## src/rtl/srio_treq_dispatch_if.sv

```systemverilog
// AXI-Stream bundle used for the SRIO treq input and both engine outputs.
interface srio_treq_dispatch_if;
    logic        tvalid;
    logic        tready;
    logic        tlast;
    logic [63:0] tdata;
    logic [7:0]  tkeep;
    logic [31:0] tuser;

    modport master (output tvalid, tlast, tdata, tkeep, tuser, input tready);
    modport slave  (input tvalid, tlast, tdata, tkeep, tuser, output tready);
endinterface

```

## src/rtl/srio_treq_dispatch.sv

```systemverilog
// Packet router: treq stream -> doorbell engine, NWRITE/SWRITE engine, or drop.
// Optional destination-ID filter compiled in with SRIO_TREQ_DESTCHK_EN.
module srio_treq_dispatch #(
    parameter logic [15:0] C_DEV_ID = 16'hF201,
    parameter int          C_CNT_W  = 16
) (
    input  logic                  aclk,
    input  logic                  areset,
    srio_treq_dispatch_if.slave   s_axis_treq,
    srio_treq_dispatch_if.master  m_axis_db,
    srio_treq_dispatch_if.master  m_axis_nw,
    output logic [C_CNT_W-1:0]    drop_count,
    output logic                  drop_pulse
);

`ifdef SRIO_TREQ_DESTCHK_EN
    localparam bit DESTCHK = 1'b1;
`else
    localparam bit DESTCHK = 1'b0;
`endif

    typedef enum logic [1:0] {ST_IDLE, ST_DB, ST_NW, ST_DROP} state_t;

    state_t               state_reg, state_next;
    state_t               route_dec, route;
    logic [C_CNT_W-1:0]   drop_count_reg;
    logic                 drop_pulse_reg;
    logic                 in_ready, accept, drop_accept;
    logic [3:0]           ftype, ttype;

    assign ftype = s_axis_treq.tdata[55:52];
    assign ttype = s_axis_treq.tdata[51:48];

    always_comb begin
        route_dec = ST_DROP;
        if (ftype == 4'hA)
            route_dec = ST_DB;
        else if (ftype == 4'h6 || (ftype == 4'h5 && (ttype == 4'h4 || ttype == 4'h5)))
            route_dec = ST_NW;
        if (DESTCHK && s_axis_treq.tuser[15:0] != C_DEV_ID)
            route_dec = ST_DROP;
    end

    // Header is decoded only in IDLE; mid-packet the stored route wins.
    assign route = (state_reg == ST_IDLE) ? route_dec : state_reg;

    always_comb begin
        in_ready = 1'b0;
        if (!areset) begin
            case (route)
                ST_DB:   in_ready = m_axis_db.tready;
                ST_NW:   in_ready = m_axis_nw.tready;
                ST_DROP: in_ready = 1'b1;
                default: in_ready = 1'b0;
            endcase
        end
    end

    assign s_axis_treq.tready = in_ready;
    assign accept      = s_axis_treq.tvalid && in_ready;
    assign drop_accept = accept && s_axis_treq.tlast && (route == ST_DROP);

    assign m_axis_db.tvalid = !areset && s_axis_treq.tvalid && (route == ST_DB);
    assign m_axis_nw.tvalid = !areset && s_axis_treq.tvalid && (route == ST_NW);

    assign m_axis_db.tdata = s_axis_treq.tdata;
    assign m_axis_db.tkeep = s_axis_treq.tkeep;
    assign m_axis_db.tlast = s_axis_treq.tlast;
    assign m_axis_db.tuser = s_axis_treq.tuser;
    assign m_axis_nw.tdata = s_axis_treq.tdata;
    assign m_axis_nw.tkeep = s_axis_treq.tkeep;
    assign m_axis_nw.tlast = s_axis_treq.tlast;
    assign m_axis_nw.tuser = s_axis_treq.tuser;

    always_comb begin
        state_next = state_reg;
        if (accept)
            state_next = s_axis_treq.tlast ? ST_IDLE : route;
    end

    always_ff @(posedge aclk) begin
        if (areset) begin
            state_reg      <= ST_IDLE;
            drop_count_reg <= '0;
            drop_pulse_reg <= 1'b0;
        end else begin
            state_reg      <= state_next;
            drop_pulse_reg <= drop_accept;
            if (drop_accept && drop_count_reg != {C_CNT_W{1'b1}})
                drop_count_reg <= drop_count_reg + {{(C_CNT_W-1){1'b0}}, 1'b1};
        end
    end

    assign drop_count = drop_count_reg;
    assign drop_pulse = drop_pulse_reg;

endmodule
```

## src/flat_wrapper.sv

```systemverilog
// flat-port wrapper written by rule: the top's interface ports become plain ports
module srio_treq_dispatch_flat 
#(
    parameter logic [15:0] C_DEV_ID = 16'hF201,
    parameter int          C_CNT_W  = 16
)
  (aclk, areset, drop_count, drop_pulse, s_axis_treq_tvalid, s_axis_treq_tlast, s_axis_treq_tdata, s_axis_treq_tkeep, s_axis_treq_tuser, s_axis_treq_tready, m_axis_db_tvalid, m_axis_db_tlast, m_axis_db_tdata, m_axis_db_tkeep, m_axis_db_tuser, m_axis_db_tready, m_axis_nw_tvalid, m_axis_nw_tlast, m_axis_nw_tdata, m_axis_nw_tkeep, m_axis_nw_tuser, m_axis_nw_tready);
  srio_treq_dispatch_if s_axis_treq_i ();
  srio_treq_dispatch_if m_axis_db_i ();
  srio_treq_dispatch_if m_axis_nw_i ();
  input  logic aclk;
  input  logic areset;
  output logic [C_CNT_W-1:0] drop_count;
  output logic drop_pulse;
  input wire logic [$bits(s_axis_treq_i.tvalid)-1:0] s_axis_treq_tvalid;
  input wire logic [$bits(s_axis_treq_i.tlast)-1:0] s_axis_treq_tlast;
  input wire logic [$bits(s_axis_treq_i.tdata)-1:0] s_axis_treq_tdata;
  input wire logic [$bits(s_axis_treq_i.tkeep)-1:0] s_axis_treq_tkeep;
  input wire logic [$bits(s_axis_treq_i.tuser)-1:0] s_axis_treq_tuser;
  output wire logic [$bits(s_axis_treq_i.tready)-1:0] s_axis_treq_tready;
  output wire logic [$bits(m_axis_db_i.tvalid)-1:0] m_axis_db_tvalid;
  output wire logic [$bits(m_axis_db_i.tlast)-1:0] m_axis_db_tlast;
  output wire logic [$bits(m_axis_db_i.tdata)-1:0] m_axis_db_tdata;
  output wire logic [$bits(m_axis_db_i.tkeep)-1:0] m_axis_db_tkeep;
  output wire logic [$bits(m_axis_db_i.tuser)-1:0] m_axis_db_tuser;
  input wire logic [$bits(m_axis_db_i.tready)-1:0] m_axis_db_tready;
  output wire logic [$bits(m_axis_nw_i.tvalid)-1:0] m_axis_nw_tvalid;
  output wire logic [$bits(m_axis_nw_i.tlast)-1:0] m_axis_nw_tlast;
  output wire logic [$bits(m_axis_nw_i.tdata)-1:0] m_axis_nw_tdata;
  output wire logic [$bits(m_axis_nw_i.tkeep)-1:0] m_axis_nw_tkeep;
  output wire logic [$bits(m_axis_nw_i.tuser)-1:0] m_axis_nw_tuser;
  input wire logic [$bits(m_axis_nw_i.tready)-1:0] m_axis_nw_tready;
  assign s_axis_treq_i.tvalid = s_axis_treq_tvalid;
  assign s_axis_treq_i.tlast = s_axis_treq_tlast;
  assign s_axis_treq_i.tdata = s_axis_treq_tdata;
  assign s_axis_treq_i.tkeep = s_axis_treq_tkeep;
  assign s_axis_treq_i.tuser = s_axis_treq_tuser;
  assign s_axis_treq_tready = s_axis_treq_i.tready;
  assign m_axis_db_tvalid = m_axis_db_i.tvalid;
  assign m_axis_db_tlast = m_axis_db_i.tlast;
  assign m_axis_db_tdata = m_axis_db_i.tdata;
  assign m_axis_db_tkeep = m_axis_db_i.tkeep;
  assign m_axis_db_tuser = m_axis_db_i.tuser;
  assign m_axis_db_i.tready = m_axis_db_tready;
  assign m_axis_nw_tvalid = m_axis_nw_i.tvalid;
  assign m_axis_nw_tlast = m_axis_nw_i.tlast;
  assign m_axis_nw_tdata = m_axis_nw_i.tdata;
  assign m_axis_nw_tkeep = m_axis_nw_i.tkeep;
  assign m_axis_nw_tuser = m_axis_nw_i.tuser;
  assign m_axis_nw_i.tready = m_axis_nw_tready;
  srio_treq_dispatch #(.C_DEV_ID(C_DEV_ID), .C_CNT_W(C_CNT_W)) u_core (.aclk(aclk), .areset(areset), .s_axis_treq(s_axis_treq_i), .m_axis_db(m_axis_db_i), .m_axis_nw(m_axis_nw_i), .drop_count(drop_count), .drop_pulse(drop_pulse));
endmodule
```

## config.mk

```make
export PLATFORM = sky130hd
export DESIGN_NAME = srio_treq_dispatch_flat
export DESIGN_NICKNAME = d
export VERILOG_FILES = /design/src/rtl/srio_treq_dispatch_if.sv /design/src/rtl/srio_treq_dispatch.sv /design/src/flat_wrapper.sv
export SDC_FILE = /design/constraint.sdc
export NUM_CORES = 1
export LEC_CHECK = 0
export CAP_MARGIN = 20
export CORE_AREA = 2 2 132 134
export DETAILED_ROUTE_END_ITERATION = 16
export DIE_AREA = 0 0 134 136
export SKIP_CTS_REPAIR_TIMING = 1
export SYNTH_ARGS = -nofsm -noshare
export SYNTH_HDL_FRONTEND = slang
export SYNTH_SLANG_ARGS = --single-unit
```

## constraint.sdc

```tcl
create_clock -name aclk -period 2.35 [get_ports aclk]
set_clock_uncertainty 0.1 [all_clocks]
set_input_delay 0.235 -clock aclk [delete_from_list [all_inputs] [get_ports aclk]]
set_output_delay 0.235 -clock aclk [all_outputs]
set_load 0.005 [all_outputs]
```

==> results_tabular.tex <==
\begin{tabular}{lr}
\hline
Metric & Value \\
\hline
\multicolumn{2}{l}{\textbf{Outcome}} \\
\quad Result of the run & completed \\
\multicolumn{2}{l}{\textbf{Detailed routing}} \\
\quad First-pass iteration count of the detailed router & 4 \\
\quad Total via count in the routed design & 1453 \\
\quad Number of DRC violations after detailed-routing iteration 0 & 47 \\
\quad Number of design rule violations left after detail routing & 0 \\
\quad Average routed wire per standard cell & 15.6 um \\
\quad Via count normalized by instance count & approximately 3.5 \\
\quad DRT antenna net count & 0 \\
\quad Total routed wirelength & 6530 um \\
\multicolumn{2}{l}{\textbf{Timing}} \\
\quad Final count of pins violating max slew & 0 \\
\quad Minimum clock period & 2.23 ns \\
\quad Total count of hold-check failures in the final report & 0 \\
\quad Post-route setup slack & roughly 0.12 ns \\
\quad Setup-failing EPs final & 0 \\
\quad Setup repair after global routing missed its margin & no \\
\quad Period Utilization, post-route & 0.950 \\
\quad Max-slew headroom at the worst pin & 0.769 \\
\quad Max Fclk & approximately 450 MHz \\
\quad Transition time at the pin with the least slew margin & approximately 0.34 ns \\
\multicolumn{2}{l}{\textbf{Power and ir drop}} \\
\quad VDD IR max & 0.000206 V \\
\quad Areal power density over the cells & approximately 390 nW/um2 \\
\quad Internal portion of total power & 656 uW \\
\quad Clk pwr share & 0.425 \\
\quad Net switching power of the design & between 150 and 200 uW \\
\quad Total power & 855 uW \\
\quad Combinational Power Share & 0.186 \\
\quad Proportion of total power due to net switching & 0.233 \\
\quad Leakage component of the power & 0.788 nW \\
\quad Register share of total power & 0.389 \\
\multicolumn{2}{l}{\textbf{Synth}} \\
\quad Yosys Warn Count & 0 \\
\quad Number of distinct library cells after synthesis & 42 \\
\quad Seq/Total Area, Yosys & 0.140 \\
\quad Asr flop ratio synth & 0 \\
\quad Mean instance size in the synthesized netlist & 8.11 um2 \\
\quad Net count of the mapped netlist & 446 \\
\quad Synthesized instance count & 335 \\
\quad Largest area contributor in the netlist & buf\_4 \\
\quad \#FFs+latches synth & 19 \\
\quad Number of synthesized flops with an enable pin & 0 \\
\quad Most frequently used flop master after synthesis & dfxtp\_1 \\
\quad Fraction of post-synthesis cell area in the top cell type by area & 0.580 \\
\quad Mapped cell area & 2720 um2 \\
\quad Top cells by area in the synthesized netlist & buf\_4 (58\%), dfxtp\_1 (14\%), mux2\_4 (1.7\%) \\
\multicolumn{2}{l}{\textbf{Clock tree}} \\
\quad Root Buffer & clkbuf\_16 \\
\quad H-tree levels & 1 \\
\quad Clk slew on worst S/H paths & around 0.060 ns \\
\quad TritonCTS clock tree & yes \\
\quad TritonCTS sink count & 19 \\
\quad Bufs on Longest Clock Path & 2 \\
\quad Worst-Skew Late Latency & approximately 0.25 ns \\
\quad Number of buffers inserted during clock tree synthesis & 3 \\
\multicolumn{2}{l}{\textbf{Floorplanning}} \\
\quad Die area & 18200 um2 \\
\quad Die Span X & 134 um \\
\quad Top-Level Pins & 340 \\
\quad Row cnt & 48 \\
\quad Core area & 16900 um2 \\
\quad Starting density of the core & 0.161 \\
\quad Die Height & 136 um \\
\multicolumn{2}{l}{\textbf{Place}} \\
\quad Post-detailed-placement cell area & 2020 um2 \\
\quad Placed wire-length estimate & 5280 um \\
\quad PortBufs & 48 \\
\quad Post-place setup slack & -0.319 ns \\
\quad Cell Count Post-Placement & 412 \\
\quad Routability Congestion & approximately 0.70 \\
\multicolumn{2}{l}{\textbf{Final layout}} \\
\quad Area growth, synth to finish & -19.1\% \\
\quad Post-layout nets & around 310 \\
\quad Final Instance Area & 2200 um2 \\
\quad Fillers & about 1900 \\
\quad Antenna cells & 0 \\
\quad Number of non-filler instances in the completed layout & about 420 \\
\quad Share of layout cells above drive strength 1 & 0.249 \\
\quad Flip-flop count of the largest register, all copies and words added & 16 \\
\multicolumn{2}{l}{\textbf{Global route}} \\
\quad First-pass GRT wire length & 9160 um \\
\quad Vias in the first global route & 1458 \\
\quad Leftover overflow at the end of global routing & 0 \\
\quad Number of antenna violations at the first check in global routing & 0 \\
\quad Total track usage & 0.0680 \\
\quad Pin count of the biggest net entering global routing & 21 \\
\multicolumn{2}{l}{\textbf{Flow run}} \\
\quad \# Max-Cap Violations & 0 \\
\multicolumn{2}{l}{\textbf{Setup path}} \\
\quad Critical path's slowest cell & or4\_2 \\
\quad Category of the most critical setup path & input pin to register \\
\quad Slowest Stage Delay on Critical Path & 0.60 ns \\
\quad Type of origin of the critical path & input pin \\
\quad Element type at the critical path end & register \\
\quad Cell breakdown of the critical path & clkdlybuf4s50\_1, nor3b\_2, a211oi\_2, buf\_4, o2111ai\_2, buf\_12, or4\_2, a21oi\_1 \\
\quad Maximum fanout along the worst path & 13 \\
\quad Signal arrival time at the worst endpoint & 2.32 ns \\
\quad Critical Path RT & about 2.4 ns \\
\multicolumn{2}{l}{\textbf{Min path}} \\
\quad Path class of the lowest-slack min-delay path & input pin to primary output \\
\hline
\end{tabular}
## cell families (layout without fill, tap and decap cells)
kind of cell               count (synthesis)  in the layout  synth area share
DFF                                       19             19             0.140
adders and majority gates                  1              1           0.00461
muxes                                      5              5            0.0244
AOI/OAI and AO/OA                         28             28            0.0774
buffers and inverters                    223             81             0.609
and+or+nand+nor                           59             59             0.145
## power by group through the flow
stage	clock network, mW	registers [mW]	logic [mW]
after floorplan	0	0.339	0.329
after global placement	0	0.339	0.142
after global routing	0.394	0.333	0.173
after CTS	0.374	0.333	0.145
final	0.363	0.333	0.159
after detailed placement	0	0.340	0.144
## metal layers
metal,part of all wire,GRT usage,up-vias
li1,-,-,624
met1,0.29,0.0549,634
met2,0.46,0.107,152
met3,0.20,0.0645,43
met4,0.051,0.0426,0
met5,0,0,-
## critical path: cells and delay by family
kind	cells	cell delay (ns)
and+or+nand+nor	2	0.76
buffers and inverters	3	0.75
AOI/OAI and AO/OA	3	0.57
## layout make-up
cell class | instances | area (um2) | share of cell area
inverters | 6 | 22.5 | 0.0102
repair buffers | 71 | 683 | 0.311
flip-flops and latches | 19 | 380 | 0.173
well taps | 225 | 282 | 0.128
multi-input cells | 93 | 752 | 0.342
clock buffers | 4 | 78.8 | 0.0359
## metrics by stage
step | hold slack [ns] | TNS, ns | utilization
final | 0.370 | 0 | 0.130
after global routing | 0.370 | 0 | 0.130
after CTS | 0.370 | -0.795 | 0.124
after detailed placement | 0.370 | -3.34 | 0.120
after global placement | 0.370 | -2.09 | 0.120
after floorplan | 0.245 | 0 | -
## path summary, 6_finish.rpt
path | startpoint | endpoint | cells past startpoint | slack, ns
worst min-delay path | s_axis_treq_tdata[43] | m_axis_db_tdata[43] | 0 | 0.37
worst max register to register | u_core.drop_count[1] | u_core.drop_count[7] | 7 | 0.12
worst max-delay path | s_axis_treq_tdata[50] | u_core.drop_count[4] | 8 | 0.12
worst min register to register | u_core.drop_count[14] | u_core.drop_count[14] | 2 | 0.41
## layout by cell type (no fill, tap or decap), drive strengths merged, types with 2 or more instances in the layout
cell,n
or4,6
clkbuf,4
nor4,5
nand3,6
or3,5
nor3b,2
nor2b,5
nor2,9
a21oi,8
dfxtp,19
or2,2
nor4bb,3
inv,6
dlymetal6s2s,7
o41ai,4
buf,23
nand2,7
o31ai,5
and4,2
clkdlybuf4s50,41
o21ai,2
o311ai,3
mux2,4
nand4,4
## synthesized netlist by cell type (2+ instances only)
cell type / count
or3_1: 5
o41ai_1: 4
nand2_1: 7
a21oi_1: 8
and4_1: 2
nand3_1: 6
buf_6: 2
nor3b_1: 2
o311ai_0: 3
buf_4: 210
nor2b_1: 5
inv_1: 6
buf_2: 2
nand4_1: 3
or4_1: 5
dfxtp_1: 19
nor4bb_1: 3
nor2_1: 9
mux2_4: 3
clkbuf_1: 2
or2_2: 2
o31ai_1: 5
nor4_2: 3
(Power assumes the default switching activity.)
